$ cat config.mk
export PLATFORM = sky130hd
export DESIGN_NAME = mem_port_arbiter
export DESIGN_NICKNAME = d
export VERILOG_FILES = /design/src/rtl/mem_port_arbiter.sv
export SDC_FILE = /design/constraint.sdc
export NUM_CORES = 1
export LEC_CHECK = 0
export CORE_MARGIN = 5
export CORE_UTILIZATION = 30
export DETAILED_ROUTE_END_ITERATION = 16
export PLACE_DENSITY_LB_ADDON = 0.2
export SETUP_SLACK_MARGIN = 0.4
export SLEW_MARGIN = 20
export SYNTH_ARGS = -nofsm -noshare
export SYNTH_HDL_FRONTEND = slang
export SYNTH_SLANG_ARGS = --single-unit
$ cat constraint.sdc
create_clock -name clk -period 1.45 [get_ports clk]
set_clock_uncertainty 0.1 [all_clocks]
set_input_delay 0.29 -clock clk [delete_from_list [all_inputs] [get_ports clk]]
set_output_delay 0.29 -clock clk [all_outputs]
set_load 0.03 [all_outputs]
$ cat src/rtl/mem_port_arbiter.sv
// Fetch/data arbiter in front of one single-port synchronous memory: issue cycle, then response
// cycle. Define ARB_ROUND_ROBIN_EN to alternate priority on simultaneous requests.
module mem_port_arbiter #(
  parameter int unsigned ADDR_W = 32,
  parameter int unsigned DATA_W = 32,
  parameter int unsigned BE_W   = DATA_W / 8
) (
  input  logic              clk,
  input  logic              rst,
  input  logic              i_req,
  input  logic [ADDR_W-1:0] i_addr,
  output logic              i_ack,
  output logic [DATA_W-1:0] i_rdata,
  output logic              i_stall,
  input  logic              d_req,
  input  logic              d_we,
  input  logic [ADDR_W-1:0] d_addr,
  input  logic [DATA_W-1:0] d_wdata,
  input  logic [BE_W-1:0]   d_be,
  output logic              d_ack,
  output logic [DATA_W-1:0] d_rdata,
  output logic              d_stall,
  output logic              mem_en,
  output logic              mem_we,
  output logic [ADDR_W-1:0] mem_addr,
  output logic [DATA_W-1:0] mem_wdata,
  output logic [BE_W-1:0]   mem_be,
  input  logic [DATA_W-1:0] mem_rdata
);

  localparam logic [2:0] StIdle   = 3'd0;
  localparam logic [2:0] StIssueI = 3'd1;
  localparam logic [2:0] StIssueD = 3'd2;
  localparam logic [2:0] StRespI  = 3'd3;
  localparam logic [2:0] StRespD  = 3'd4;

  logic [2:0]        state_q, state_d;
  logic              in_decide;
  logic              i_elig, d_elig;
  logic              grant_i, grant_d;

  logic              mem_en_q, mem_en_d;
  logic              mem_we_q, mem_we_d;
  logic [ADDR_W-1:0] mem_addr_q, mem_addr_d;
  logic [DATA_W-1:0] mem_wdata_q, mem_wdata_d;
  logic [BE_W-1:0]   mem_be_q, mem_be_d;

  // In a response state the owner's request is still its held, now-acked request, so it is
  // masked out of that decision; the other requester can be granted with no idle gap.
  always_comb begin
    in_decide = (state_q == StIdle) || (state_q == StRespI) || (state_q == StRespD);
    i_elig    = in_decide && i_req && (state_q != StRespI);
    d_elig    = in_decide && d_req && (state_q != StRespD);
  end

`ifdef ARB_ROUND_ROBIN_EN
  logic last_d_q, last_d_d;

  // last_d_q = 1 when the most recent grant went to data; reset value favours data first.
  always_comb begin
    grant_d  = d_elig && (!i_elig || !last_d_q);
    grant_i  = i_elig && !grant_d;
    last_d_d = last_d_q;
    if (grant_d) begin
      last_d_d = 1'b1;
    end else if (grant_i) begin
      last_d_d = 1'b0;
    end
  end

  always_ff @(posedge clk) begin
    if (rst) begin
      last_d_q <= 1'b0;
    end else begin
      last_d_q <= last_d_d;
    end
  end
`else
  always_comb begin
    grant_d = d_elig;
    grant_i = i_elig && !d_elig;
  end
`endif

  always_comb begin
    state_d = state_q;
    case (state_q)
      StIssueI: state_d = StRespI;
      StIssueD: state_d = StRespD;
      StIdle, StRespI, StRespD: begin
        if (grant_d) begin
          state_d = StIssueD;
        end else if (grant_i) begin
          state_d = StIssueI;
        end else begin
          state_d = StIdle;
        end
      end
      default: state_d = StIdle;
    endcase
  end

  // Memory port registers load only on a grant; mem_en/mem_we self-clear after the issue cycle.
  always_comb begin
    mem_en_d    = grant_d || grant_i;
    mem_we_d    = 1'b0;
    mem_addr_d  = mem_addr_q;
    mem_wdata_d = mem_wdata_q;
    mem_be_d    = mem_be_q;
    if (grant_d) begin
      mem_we_d    = d_we;
      mem_addr_d  = d_addr;
      mem_wdata_d = d_wdata;
      mem_be_d    = d_be;
    end else if (grant_i) begin
      mem_addr_d = i_addr;
      mem_be_d   = {BE_W{1'b1}};
    end
  end

  always_ff @(posedge clk) begin
    if (rst) begin
      state_q     <= StIdle;
      mem_en_q    <= 1'b0;
      mem_we_q    <= 1'b0;
      mem_addr_q  <= '0;
      mem_wdata_q <= '0;
      mem_be_q    <= '0;
    end else begin
      state_q     <= state_d;
      mem_en_q    <= mem_en_d;
      mem_we_q    <= mem_we_d;
      mem_addr_q  <= mem_addr_d;
      mem_wdata_q <= mem_wdata_d;
      mem_be_q    <= mem_be_d;
    end
  end

  always_comb begin
    i_ack     = (state_q == StRespI);
    d_ack     = (state_q == StRespD);
    i_rdata   = i_ack ? mem_rdata : '0;
    d_rdata   = d_ack ? mem_rdata : '0;
    i_stall   = i_req && !i_ack;
    d_stall   = d_req && !d_ack;
    mem_en    = mem_en_q;
    mem_we    = mem_we_q;
    mem_addr  = mem_addr_q;
    mem_wdata = mem_wdata_q;
    mem_be    = mem_be_q;
  end

endmodule

### Word-level counts from Yosys, hierarchy flattened

Index checks and enable logic that the tools add are counted.
Widths: inputs -> output; s select.

| word-level totals | value |
|---|---|
| input port bits | 137 |
| bits in registers | 73 |
| output and inout port bits | 138 |
| logic and storage cells | 39 |

| operators by class | value |
|---|---|
| mux-type cells | 9 |
| bitwise logic cells | 1 |
| reduce and logical (&&, ||, !) cells | 17 |
| eq/ne operators | 6 |

Operator list:

| cell | number |
|---|---|
| $mux 32 | 4 |
| $pmux 3 s3 | 1 |
| $mux 4 | 2 |
| $logic_and 1x1->1 | 7 |
| $eq 3x2->1 const B | 2 |
| $eq 3x1->1 const B | 1 |
| $eq 3x3->1 const B | 1 |
| $logic_not 1->1 | 3 |
| $logic_not 3->1 | 1 |
| $logic_or 1x1->1 | 3 |
| $ne 3x2->1 const B | 1 |
| $ne 3x3->1 const B | 1 |
| $reduce_or 3->1 | 1 |
| $mux 2 | 1 |
| $reduce_bool 2->1 | 1 |
| $reduce_or 2->1 | 1 |
| $mux 1 | 1 |
| $not 1->1 | 1 |

### Longest topological paths before layout

| logic depth | value |
|---|---|
| depth after elaboration | 10 |
| gate-level depth with buffers | 6 |
| mapped depth without buffers | 3 |

### Worst setup path before layout

OpenSTA, ideal clock, no wires.

| timing | value |
|---|---|
| kind | register -> output |
| start point | register state_q[0] |
| end point | output i_rdata[22] |
| data arrival time | 1.451 ns |
| buffers on the path | 2 |
| setup slack | -0.391 ns |
| required time | 1.060 ns |
| cell stages (with the launch flop) | 6 |
| cell sequence | dfxtp_1 buf_6 inv_1 nor3_2 buf_2 and2_1 |

| between the ends | value |
|---|---|
| cells in the longest elaborated chain, start to end | 2 |

RTL lines:

| what | RTL line | RTL |
|---|---|---|
| start, declared | 37 | `logic [2:0] state_q, state_d;` |
| start signal, assigned | 123 | `state_q <= StIdle;` |
| start signal, assigned | 130 | `state_q <= state_d;` |
| $eq 3x2->1 | 140 | `i_ack = (state_q == StRespI);` |
| named net i_ack | 12 | `output logic i_ack,` |
| $mux 32 | 142 | `i_rdata = i_ack ? mem_rdata : '0;` |
| end, declared | 13 | `output logic [DATA_W-1:0] i_rdata,` |

The timed path passes the listed nets, and every way through them passes these cells.

### Worst setup path after layout

| timing | value |
|---|---|
| start point | register state_q[1] |
| end point | output d_rdata[29] |

| between the ends | value |
|---|---|
| cells in the longest elaborated chain, start to end | 2 |

RTL lines:

| what | RTL line | RTL |
|---|---|---|
| $eq 3x3->1 | 141 | `d_ack = (state_q == StRespD);` |
| $mux 32 | 143 | `d_rdata = d_ack ? mem_rdata : '0;` |
| end, declared | 21 | `output logic [DATA_W-1:0] d_rdata,` |

Every way passes these cells.

==> flow_summary_export.csv <==
group,metric,value,unit
setup_path,r2r_start,"state_q[0]",
die,core,0.0115,mm^2
timing,timing.fmax,526,MHz
yosys,synth_area,0.00355,mm^2
grt,grt_pass1_wl,30.1,mm
yosys,ys_seq_area_share,41.2,%
placement,post-dp-hpwl,11.4,mm
yosys,synth_warnings,0,
setup_path,r2r_cells,9,
timing,setup_viol,138,
grt,grt_max_degree,39,
timing,hold_viol,0,
routing,ant_nets,0,
clock_tree,cts-root-buf,"clkbuf_16",
timing,holdWs,0.337,ns
min_path,hold_end,"mem_wdata[18]",
setup_path,arrival,1.51,ns
yosys,syn_nets,585,
die,dieWidth,119,um
timing,slew_headroom,81.4,%
finish,diodes,0,
routing,wl_met3,1.64,mm
yosys,synth_area_per_cell,7.92,um^2
routing,first_pass_iters,4,
routing,drc,0,
clock_tree,postCtsHoldBufs,0,
setup_path,r2r-end,"mem_addr[24]",
yosys,synth_edf_count,0,
yosys,ys_types,29,
yosys,synthTopCellsByArea,"dfxtp_1 41%, a311oi_1 7.9%, nand2_1 6.9%",
routing,vias,5205,
routing,post_drt_wl_per_cell,23.3,um
clock_tree,path_clk_slew,0.06,ns
yosys,synthCells,448,
flow_run,max-cap-violations,0,
die,ios,275,
die,die-area,0.0141,mm^2
outcome,violations,"setup timing",
clock_tree,htree_levels,3,
placement,gp_congestion,0.806,
grt,grtUsageTotal,26.9,%
setup_path,crit_type,"register to output pin",
finish,area_growth_syn_to_layout,178,%
setup_path,critPathCaptureType,"output pin",
setup_path,r2r_slack,-0.44,ns
clock_tree,worstSkewPairLatency,0.33,ns
grt,antenna_found_initial,0,
setup_path,crit_path_start,"state_q[1]",
routing,route.met2.wl,11.7,mm
clock_tree,cts_buffer_depth,2,
timing,drv_slew,0,
setup_path,start_kind,"register",
routing,vias_per_cell,5.43,
yosys,synth_top_area_share,41.2,%
yosys,synth_top_area_cell,"dfxtp_1",
routing,dr.max_layer_used,"met4",
min_path,hold_start,"rst",
finish,drive_gt1_share,70.4,%
die,start_util,30.8,%
power_and_ir_drop,ir_drop,0.000672,V
routing,wl_met1,7.98,mm
min_path,hold_depth,3,
timing,rsz0062_at_grt,"true",
routing,drt-total-wl,22.3,mm
min_path,hp-class,"primary input to register",
clock_tree,cts.sinks,73,
die,die_h,119,um
grt,first_global_vias,5423,
timing,fin_crit_sh,131,%
clock_tree,cts_made_buffers,9,
clock_tree,cts_tree,"yes",
power_and_ir_drop,p_leak,0.00405,uW
yosys,synthArstFlopShare,0,%
setup_path,required,1.06,ns
yosys,ys_seq_elements,73,
timing,worst_slew_pin_slew,0.278,ns
die,rows,39,
outcome,status,"complete, but fails checks",
grt,gr-total-overflow,0,
yosys,ys.flop_type,"dfxtp_1",
yosys,synth_most_common_cell,"dfxtp_1",
finish,fill_cells,569,
timing,timing.final.ws_setup,-0.451,ns
power_and_ir_drop,power.density,927,mW/mm^2
power_and_ir_drop,power,9150,uW
placement,placement.io_buffers,274,
yosys,synthTopCellsByCount,"73 x dfxtp_1, 65 x nand2_1, 37 x nor3_1",
setup_path,cp_max_fo,13,
finish,num-nets-final,948,
routing,drt-initial-drc-count,401,
timing,finalCriticalPeriod,1.90,ns
repair_timing:
| action | 4_1_cts | 5_1_grt |
|---|---|---|
| gates resized for setup | 562 | 139 |
| setup buffers | 29 | 38 |
| setup endpoints to repair | 211 | 211 |
| cloned | 21 | 10 |
| pin swaps | 41 | 41 |
through the flow:
stage	TNS [ns]	instance area, um^2	std cells	setup WS (ns)	utilization [%]
2_1_floorplan	-7.17	4020	448	-0.122	-
3_3_place_gp	-24.13	6980	845	-0.342	60.6
3_5_place_dp	-26.48	6980	845	-0.455	60.6
4_1_cts	-43.47	8790	910	-0.441	76.3
5_1_grt	-57.29	9870	958	-0.543	85.7
6_report	-50.59	9870	958	-0.451	85.7
cell usage in the layout, fill, tap and decap left out, types with 22 or more instances in the layout:
master / n
buf_6: 139
and3_2: 28
buf_4: 51
nand2_1: 42
dfxtp_2: 63
nor3_1: 22
and2_4: 33
nand3_2: 28
clkdlybuf4s50_1: 135
buf_12: 44
flip-flops by register name (all words and copies together), names as in the netlist:
| signal | count |
|---|---|
| mem_we | 1 |
| mem_wdata | 32 |
| mem_be | 4 |
| mem_en | 1 |
| mem_addr | 32 |
| state_q | 3 |
worst max-delay path, cell delays in order, from the launching register on:
cell and delay (ns):
dfxtp_4 0.37, nor2_1 0.13, buf_4 0.18, clkbuf_16 0.17, and3_2 0.20, buf_6 0.13
cell type report:
cell class / instances / area, um^2 / area share [%]
clock buffers: 9 / 225 / 2.28
well taps: 143 / 179 / 1.81
clock inverters: 6 / 83.8 / 0.850
repair buffers: 405 / 5060 / 51.3
multi-input cells: 320 / 2720 / 27.6
inverters: 2 / 15.0 / 0.152
flip-flops and latches: 73 / 1580 / 16.0
per-layer routing:
layer / up-vias / track usage (%)
li1: 2342 / -
met1: 2509 / 29.2
met2: 291 / 48.3
met3: 63 / 8.12
met4: 0 / 11.7
met5: - / 0
cell families after synthesis:
family | count (synthesis) | synth area share (%)
xor+xnor | 2 | 1.55
buf+inv | 55 | 7.79
flops | 73 | 41.2
simple gates | 215 | 31.1
compound gates | 102 | 18.1
fa+ha+maj | 1 | 0.282
how the worst max path moves through the flow:
stage                   endpoint  cells past startpoint
global placement    mem_addr[19]                      5
CTS                  i_rdata[31]                      6
detailed placement  mem_addr[17]                      5
floorplan            i_rdata[22]                      5
global route        mem_addr[24]                      9
finish               d_rdata[29]                      5
power by group:
part | internal (uW) | leakage (uW) | switching [uW]
Sequential | 2260 | 0.000631 | 197
Combinational | 2330 | 0.00326 | 1990
Clock | 1490 | 0.000155 | 881
Total | 6080 | 0.00405 | 3070
Power figures use the tool's default switching activity.
